<file path="src/rtl/iter_muldiv_pkg.sv">
// muldiv_pkg: shared types and op-decode helpers for the iterative multiply/divide unit.
// Ports: none (package). Provides md_op_e (RV32M funct3 encoding), state_e (FSM states),
//        and decode helpers is_div / is_rem / is_mul_hi / is_signed_a / is_signed_b.
package muldiv_pkg;

    typedef enum logic [2:0] {
        MD_MUL    = 3'b000,
        MD_MULH   = 3'b001,
        MD_MULHSU = 3'b010,
        MD_MULHU  = 3'b011,
        MD_DIV    = 3'b100,
        MD_DIVU   = 3'b101,
        MD_REM    = 3'b110,
        MD_REMU   = 3'b111
    } md_op_e;

    typedef enum logic [1:0] {
        S_IDLE = 2'b00,
        S_CALC = 2'b01,
        S_DONE = 2'b10
    } state_e;

    // funct3[2] separates the divide family from the multiply family.
    function automatic logic is_div(input md_op_e op);
        return op[2];
    endfunction

    function automatic logic is_rem(input md_op_e op);
        return (op == MD_REM) || (op == MD_REMU);
    endfunction

    function automatic logic is_mul_hi(input md_op_e op);
        return (op == MD_MULH) || (op == MD_MULHSU) || (op == MD_MULHU);
    endfunction

    function automatic logic is_signed_a(input md_op_e op);
        return (op == MD_MULH) || (op == MD_MULHSU) || (op == MD_DIV) || (op == MD_REM);
    endfunction

    function automatic logic is_signed_b(input md_op_e op);
        return (op == MD_MULH) || (op == MD_DIV) || (op == MD_REM);
    endfunction

endpackage

</file>
<file path="src/rtl/iter_muldiv_addsub.sv">
// addsub: W-bit adder/subtractor, sum = a + b (sub=0) or a - b (sub=1).
// Ports: a, b operands; sub mode; sum result; carry out (for subtract: 1 = no borrow);
//        overflow signed overflow; zero when sum is all zeros.
module addsub #(
    parameter int W = 32
) (
    input  logic [W-1:0] a,
    input  logic [W-1:0] b,
    input  logic         sub,
    output logic [W-1:0] sum,
    output logic         carry,
    output logic         overflow,
    output logic         zero
);

    logic [W-1:0] b_eff;
    logic [W:0]   full;

    // Subtract as a + ~b + 1 so one adder serves both modes.
    assign b_eff    = sub ? ~b : b;
    assign full     = {1'b0, a} + {1'b0, b_eff} + {{W{1'b0}}, sub};
    assign sum      = full[W-1:0];
    assign carry    = full[W];
    assign overflow = (a[W-1] == b_eff[W-1]) && (sum[W-1] != a[W-1]);
    assign zero     = (sum == '0);

endmodule

</file>
<file path="src/rtl/iter_muldiv.sv">
// iter_muldiv: iterative RV32M multiply/divide, one bit per cycle, valid/ready on both sides.
// Ports: clk, rst_n (sync, active-low); in_valid/in_ready, op (funct3), a, b request side;
//        out_valid/out_ready, result response side. Optional macro MULDIV_FASTPATH_EN:
//        b==0 (or a==0 for multiply) completes directly from IDLE with 1-cycle latency.
module iter_muldiv
    import muldiv_pkg::*;
#(
    parameter int WIDTH = 32
) (
    input  logic             clk,
    input  logic             rst_n,
    input  logic             in_valid,
    output logic             in_ready,
    input  logic [2:0]       op,
    input  logic [WIDTH-1:0] a,
    input  logic [WIDTH-1:0] b,
    output logic             out_valid,
    input  logic             out_ready,
    output logic [WIDTH-1:0] result
);

    localparam int CW = $clog2(WIDTH);

    state_e           state_q, state_d;
    md_op_e           op_in, op_q;
    logic [CW-1:0]    cnt_q;
    logic [WIDTH-1:0] hi_q, lo_q, opnd_q, result_q;
    logic             fix_q;
    logic             last_iter;

    assign op_in     = md_op_e'(op);
    assign last_iter = (cnt_q == CW'(WIDTH - 1));

    // ---------------- operand magnitudes at acceptance ----------------
    logic             a_neg, b_neg;
    logic [WIDTH-1:0] a_negv, b_negv, a_abs, b_abs;
    logic             a_neg_c, a_neg_ovf, a_zero;
    logic             b_neg_c, b_neg_ovf, b_zero;
    logic             fix_d;

    assign a_neg = is_signed_a(op_in) & a[WIDTH-1];
    assign b_neg = is_signed_b(op_in) & b[WIDTH-1];

    addsub #(.W(WIDTH)) u_neg_a (
        .a('0), .b(a), .sub(1'b1),
        .sum(a_negv), .carry(a_neg_c), .overflow(a_neg_ovf), .zero(a_zero)
    );
    addsub #(.W(WIDTH)) u_neg_b (
        .a('0), .b(b), .sub(1'b1),
        .sum(b_negv), .carry(b_neg_c), .overflow(b_neg_ovf), .zero(b_zero)
    );

    assign a_abs = a_neg ? a_negv : a;
    assign b_abs = b_neg ? b_negv : b;

    // Final negate decision: product/quotient when signs differ (quotient fix
    // suppressed on divide-by-zero), remainder follows the dividend sign.
    always_comb begin
        fix_d = a_neg ^ b_neg;
        if (is_rem(op_in))      fix_d = a_neg;
        else if (is_div(op_in)) fix_d = (a_neg ^ b_neg) & ~b_zero;
    end

    // ---------------- one iteration step ----------------
    // Multiply: hi_q accumulates, lo_q holds remaining multiplier bits, opnd_q = multiplicand.
    // Divide:   hi_q is the partial remainder, lo_q shifts dividend out / quotient in,
    //           opnd_q = divisor.
    logic             div_q;
    logic [WIDTH-1:0] step_a, step_sum;
    logic             step_c, step_ovf, step_zero;
    logic             q_bit;
    logic [WIDTH-1:0] hi_nxt, lo_nxt;

    assign div_q  = is_div(op_q);
    assign step_a = div_q ? {hi_q[WIDTH-2:0], lo_q[WIDTH-1]} : hi_q;

    addsub #(.W(WIDTH)) u_step (
        .a(step_a), .b(opnd_q), .sub(div_q),
        .sum(step_sum), .carry(step_c), .overflow(step_ovf), .zero(step_zero)
    );

    // The shifted remainder is W+1 bits wide; its dropped top bit means the
    // trial subtraction cannot go negative even if the W-bit subtract borrows.
    assign q_bit = hi_q[WIDTH-1] | step_c;

    always_comb begin
        hi_nxt = hi_q;
        lo_nxt = lo_q;
        if (div_q) begin
            hi_nxt = q_bit ? step_sum : step_a;
            lo_nxt = {lo_q[WIDTH-2:0], q_bit};
        end else if (lo_q[0]) begin
            hi_nxt = {step_c, step_sum[WIDTH-1:1]};
            lo_nxt = {step_sum[0], lo_q[WIDTH-1:1]};
        end else begin
            hi_nxt = {1'b0, hi_q[WIDTH-1:1]};
            lo_nxt = {hi_q[0], lo_q[WIDTH-1:1]};
        end
    end

    // ---------------- final sign fix (2W-bit negate, a = 0) ----------------
    logic [2*WIDTH-1:0] fix_in, fix_neg, fin;
    logic               fix_c, fix_ovf, fix_zero;
    logic [WIDTH-1:0]   fin_res;

    always_comb begin
        fix_in = {hi_nxt, lo_nxt};
        if (is_rem(op_q))      fix_in = {{WIDTH{1'b0}}, hi_nxt};
        else if (div_q)        fix_in = {{WIDTH{1'b0}}, lo_nxt};
    end

    addsub #(.W(2*WIDTH)) u_fix (
        .a('0), .b(fix_in), .sub(1'b1),
        .sum(fix_neg), .carry(fix_c), .overflow(fix_ovf), .zero(fix_zero)
    );

    assign fin     = fix_q ? fix_neg : fix_in;
    assign fin_res = is_mul_hi(op_q) ? fin[2*WIDTH-1:WIDTH] : fin[WIDTH-1:0];

    // ---------------- optional early completion ----------------
    logic             fast;
    logic [WIDTH-1:0] fast_res;
`ifdef MULDIV_FASTPATH_EN
    assign fast = b_zero | (~is_div(op_in) & a_zero);
    always_comb begin
        fast_res = '0;
        if (is_div(op_in)) fast_res = is_rem(op_in) ? a : '1;
    end
`else
    assign fast     = 1'b0;
    assign fast_res = '0;
`endif

    logic unused_ok;
    assign unused_ok = ^{a_neg_c, a_neg_ovf, a_zero, b_neg_c, b_neg_ovf,
                         step_ovf, step_zero, fix_c, fix_ovf, fix_zero, fast_res};

    // ---------------- FSM ----------------
    always_ff @(posedge clk) begin
        if (!rst_n) state_q <= S_IDLE;
        else        state_q <= state_d;
    end

    always_comb begin
        state_d   = state_q;
        in_ready  = 1'b0;
        out_valid = 1'b0;
        case (state_q)
            S_IDLE: begin
                in_ready = 1'b1;
                if (in_valid) state_d = fast ? S_DONE : S_CALC;
            end
            S_CALC: begin
                if (last_iter) state_d = S_DONE;
            end
            S_DONE: begin
                out_valid = 1'b1;
                if (out_ready) state_d = S_IDLE;
            end
            default: state_d = S_IDLE;
        endcase
    end

    // ---------------- datapath registers ----------------
    always_ff @(posedge clk) begin
        if (!rst_n) begin
            op_q     <= MD_MUL;
            fix_q    <= 1'b0;
            cnt_q    <= '0;
            hi_q     <= '0;
            lo_q     <= '0;
            opnd_q   <= '0;
            result_q <= '0;
        end else begin
            case (state_q)
                S_IDLE: begin
                    if (in_valid) begin
                        op_q   <= op_in;
                        fix_q  <= fix_d;
                        cnt_q  <= '0;
                        hi_q   <= '0;
                        lo_q   <= is_div(op_in) ? a_abs : b_abs;
                        opnd_q <= is_div(op_in) ? b_abs : a_abs;
                        if (fast) result_q <= fast_res;
                    end
                end
                S_CALC: begin
                    hi_q  <= hi_nxt;
                    lo_q  <= lo_nxt;
                    cnt_q <= cnt_q + 1'b1;
                    if (last_iter) result_q <= fin_res;
                end
                default: ;
            endcase
        end
    end

    assign result = result_q;

endmodule

</file>
<file path="config.mk">
export PLATFORM = sky130hd
export DESIGN_NAME = iter_muldiv
export DESIGN_NICKNAME = d
export VERILOG_FILES = /design/src/rtl/iter_muldiv_pkg.sv /design/src/rtl/iter_muldiv_addsub.sv /design/src/rtl/iter_muldiv.sv
export SDC_FILE = /design/constraint.sdc
export NUM_CORES = 1
export LEC_CHECK = 0
export ABC_CLOCK_PERIOD_IN_PS = 16400
export CAP_MARGIN = 20
export CORE_MARGIN = 5
export CORE_UTILIZATION = 42
export CTS_CLUSTER_SIZE = 25
export DETAILED_ROUTE_END_ITERATION = 10
export DONT_BUFFER_PORTS = 1
export SLEW_MARGIN = 20
export SYNTH_ARGS = -nofsm -noshare
export SYNTH_HDL_FRONTEND = slang
export SYNTH_SLANG_ARGS = --single-unit
</file>
<file path="constraint.sdc">
create_clock -name clk -period 16.4 [get_ports clk]
set_input_delay 4.1 -clock clk [delete_from_list [all_inputs] [get_ports clk]]
set_output_delay 4.1 -clock clk [all_outputs]
set_load 0.01 [all_outputs]
</file>
==> results.py <==
metrics = {
    "worst_hold_path": {
        "hold_class": "flip-flop to flip-flop",
    },
    "logic_synthesis": {
        "synth_edf_count": 0,
        "ys_seq_elements": 139,
        "yosysSeqAreaShare_pct": 18.5,
        "synth_area_um2": 15100,
        "synth_nets": 2212,
        "ys.flop_type": "dfxtp_1",
        "async_flop_share_pct": 0,
        "netlist-cell-type-count": 113,
        "syn-mean-instance-area_um2": 7.16,
        "ys_warn_count": 0,
        "syn_inst": 2104,
    },
    "global_route": {
        "grt_pass1_vias": 14835,
        "antenna_found_initial": 0,
        "grt_usage_pct": 28.9,
        "grt-ovfl-total": 0,
        "grt_start_max_net_pins": 126,
        "grt_pass1_wl_um": 90000,
    },
    "routing": {
        "ant_nets": 0,
        "vias": 15891,
        "vias_per_cell": 6.44,
        "drtIter0Drc": 1718,
        "wl_per_cell_um": 23.9,
        "drc": 0,
        "first_pass_iters": 5,
        "wirelength_um": 59000,
    },
    "critical_path": {
        "start_kind": "flip-flop",
        "r2r_end": "result[22]$_SDFFE_PN0P_",
        "rrSetupSlack_ns": 8.98,
        "slowest_stage": "buf_4",
        "timing.rr.start": "op_q[2]$_SDFFE_PN0P_",
        "path_buf_inv": 1,
        "cp-end-kind": "flip-flop",
        "crit_path_cell_trace": "buf_4 -> xor2_1 -> ha_1 -> a21oi_2 -> o21ai_0 -> a211oi_1 -> a21oi_1 -> nor4_1 -> and3b_1 -> mux2_2 -> o32ai_1 -> nand2_1 -> or3_1 -> nor4b_4 -> mux2i_1 -> o22ai_1",
        "crit_family": "compound AO/OA/AOI/OAI gates",
        "crit_cells": 16,
        "critPathRequiredTime_ns": 16.72,
        "crit_start": "op_q[2]$_SDFFE_PN0P_",
        "cp_max_fo": 71,
        "critical_path_arrival_ns": 7.74,
        "reg2regPathDepth": 16,
        "worst-setup-path-type": "flip-flop to flip-flop",
        "critical-path-max-stage-delay_ns": 0.78,
        "crit_path_end": "result[22]$_SDFFE_PN0P_",
    },
    "placed_design": {
        "port_buffers": 0,
        "dp_hpwl_um": 44800,
        "gp_congestion": 0.986,
    },
    "pwr": {
        "leakagePower_nw": 5.70,
        "power_mw": 1.18,
        "power_density_nw_per_um2": 74.8,
        "ir_worst_vdd_uv": 70.8,
    },
    "timing": {
        "rsz0062_at_grt": "false",
        "tightestPinTransition_ns": 1.13,
        "max_freq_mhz": 135,
        "drv_slew": 0,
        "setup_viol": 0,
        "finalCritPeriodShare_pct": 45.2,
        "finalHoldViolCount": 0,
        "skew_ns": 0.0188,
        "min_period_ns": 7.42,
        "maxSlewHeadroom_pct": 24.1,
        "tns_ns": 0,
    },
    "outcome": {
        "status": "complete, no violations",
    },
    "clock_tree": {
        "numCtsBuffers": 17,
        "cts_tree": "done",
        "ctsResizeCount": 0,
        "cts.clk_slew.worst_paths_ns": 0.08,
        "h-tree-depth": 4,
        "post_cts_buffers": 0,
        "hold_buffers": 0,
        "clk_latency_ns": 0.45,
        "cts_buffer_depth": 2,
        "cts_root_buf": "clkbuf_16",
        "cts_sinks": 139,
    },
    "die": {
        "die_w_um": 199,
        "core_area_um2": 35500,
        "io_pins": 105,
        "rows": 69,
        "die_area_um2": 39800,
        "die_h_um": 199,
        "start_util_pct": 42.5,
    },
    "cells_and_area": {
        "area_growth_pct": 4.70,
        "fill_cells": 3642,
        "drive_above_1_share_pct": 8.73,
        "finalNetCount": 2099,
    },
    "run": {
        "drv_cap": 0,
    },
}
layout by cell type (no fill, tap or decap), drive strengths merged, types with 10 or more instances in the layout:
master / instances
mux2i: 51
nand2b: 13
o21ai: 155
o31ai: 20
a21o: 16
dfxtp: 139
a22oi: 20
o221ai: 19
o41ai: 10
xnor2: 67
or4: 11
nand3: 72
o211ai: 63
a211oi: 24
nor4: 13
a31oi: 19
ha: 36
and4: 11
inv: 39
xor2: 89
nor2: 178
buf: 25
a21boi: 56
nor2b: 18
nand2: 287
nand4: 28
nor3: 47
a21oi: 142
and3: 11
o21a: 18
o211a: 11
mux2: 49
and2: 52
or3: 31
clkbuf: 18
a221oi: 15
or2: 15
how the worst min path moves through the flow:
stage                                 start                       to  slack, ns  depth (start not counted)
finish              opnd_q[11]$_SDFFE_PN0P_  opnd_q[11]$_SDFFE_PN0P_       0.47                          2
floorplan           opnd_q[10]$_SDFFE_PN0P_  opnd_q[10]$_SDFFE_PN0P_       0.45                          2
CTS                 opnd_q[14]$_SDFFE_PN0P_  opnd_q[14]$_SDFFE_PN0P_       0.48                          2
detailed placement   opnd_q[7]$_SDFFE_PN0P_   opnd_q[7]$_SDFFE_PN0P_       0.47                          2
global route         opnd_q[7]$_SDFFE_PN0P_   opnd_q[7]$_SDFFE_PN0P_       0.50                          2
global placement    opnd_q[11]$_SDFFE_PN0P_  opnd_q[11]$_SDFFE_PN0P_       0.46                          2
metrics by stage:
step	hold slack [ns]	setup slack (ns)	cells	util, %	instance area, um^2
final	0.475	8.98	2466	44.5	15800
after CTS	0.480	9.02	2465	44.5	15800
after detailed placement	0.470	8.56	2433	42.8	15200
after global routing	0.501	8.63	2465	44.5	15800
after floorplan	0.453	8.25	2104	-	15100
after global placement	0.463	8.62	2433	42.8	15200
sequential cells by signal (all words and copies together) (netlist names):
name     flops
state_q      2
result      32
opnd_q      32
cnt_q        5
op_q         3
fix_q        1
lo_q        32
hi_q        32
report_power, final:
group	total, mW	switching [mW]	internal [mW]
sequential	0.378	0.0237	0.354
combinational	0.400	0.266	0.134
clock	0.403	0.186	0.216
Yosys cell counts, types with 8 or more instances:
cell | instances | share of area (%)
a211o_1 | 8 | 0.46
a211oi_1 | 22 | 1.1
a21boi_0 | 53 | 2.6
a21o_1 | 16 | 0.80
a21oi_1 | 135 | 4.5
a221oi_1 | 14 | 0.81
a22oi_1 | 19 | 0.95
a31oi_1 | 19 | 0.79
and2_1 | 52 | 2.2
and3_1 | 11 | 0.46
and4_1 | 10 | 0.58
buf_1 | 20 | 0.50
buf_2 | 15 | 0.50
clkbuf_1 | 112 | 2.8
dfxtp_1 | 139 | 18
ha_1 | 36 | 3.0
inv_1 | 27 | 0.67
mux2_2 | 49 | 3.7
mux2i_1 | 51 | 3.4
nand2_1 | 285 | 7.1
nand2b_1 | 13 | 0.54
nand3_1 | 71 | 2.4
nand4_1 | 27 | 1.1
nor2_1 | 178 | 4.4
nor2b_1 | 18 | 0.75
nor3_1 | 45 | 1.5
nor4_1 | 12 | 0.50
o211a_1 | 10 | 0.66
o211ai_1 | 60 | 3.0
o21a_1 | 17 | 0.85
o21ai_0 | 136 | 4.5
o21ai_1 | 16 | 0.53
o221ai_1 | 19 | 1.1
o31ai_1 | 17 | 0.85
o41ai_1 | 9 | 0.52
or2_2 | 14 | 0.58
or3_1 | 30 | 1.2
or4_1 | 11 | 0.55
xnor2_1 | 67 | 3.9
xor2_1 | 89 | 5.2
final cells by class:
type / instances / area (um^2) / share of cell area [%]
Multi-Input combinational cell: 1779 / 11500 / 73.1
Sequential cell: 139 / 2790 / 17.7
Tap cell: 461 / 577 / 3.66
Clock buffer: 18 / 429 / 2.72
Timing Repair Buffer: 25 / 188 / 1.19
Clock inverter: 14 / 150 / 0.951
Inverter: 29 / 109 / 0.690
Antenna cell: 1 / 2.50 / 0.0159
metal layers:
layer,part of all wire [%],track usage (%)
met4,4.7,11.9
met2,44,44.4
met3,8.5,6.31
met1,43,39.5
met5,0,0
cells by family (layout without fill, tap and decap cells):
logic type | count (synthesis) | after routing | synth area share, %
buffers and inverters | 186 | 86 | 5.11
and+or+nand+nor | 811 | 811 | 26.1
adders and majority gates | 37 | 37 | 3.12
muxes | 100 | 100 | 7.05
AOI/OAI and AO/OA | 675 | 675 | 31.1
DFF | 139 | 139 | 18.5
other | 0 | 1 | 0
xor gates and xnor gates | 156 | 156 | 9.07
worst reg2reg max path: stages (launching register included):
cell and delay (ns):
dfxtp_4 0.72, buf_4 0.80, xor2_1 0.68, ha_1 0.49, a21oi_2 0.32, o21ai_0 0.26, a211oi_1 0.53, a21oi_1 0.26
nor4_1 0.28, and3b_1 0.30, mux2_2 0.32, o32ai_1 0.57, nand2_1 0.45, or3_1 0.69, nor4b_4 0.31, mux2i_1 0.21
o22ai_1 0.10
(Power assumes the default switching activity.)
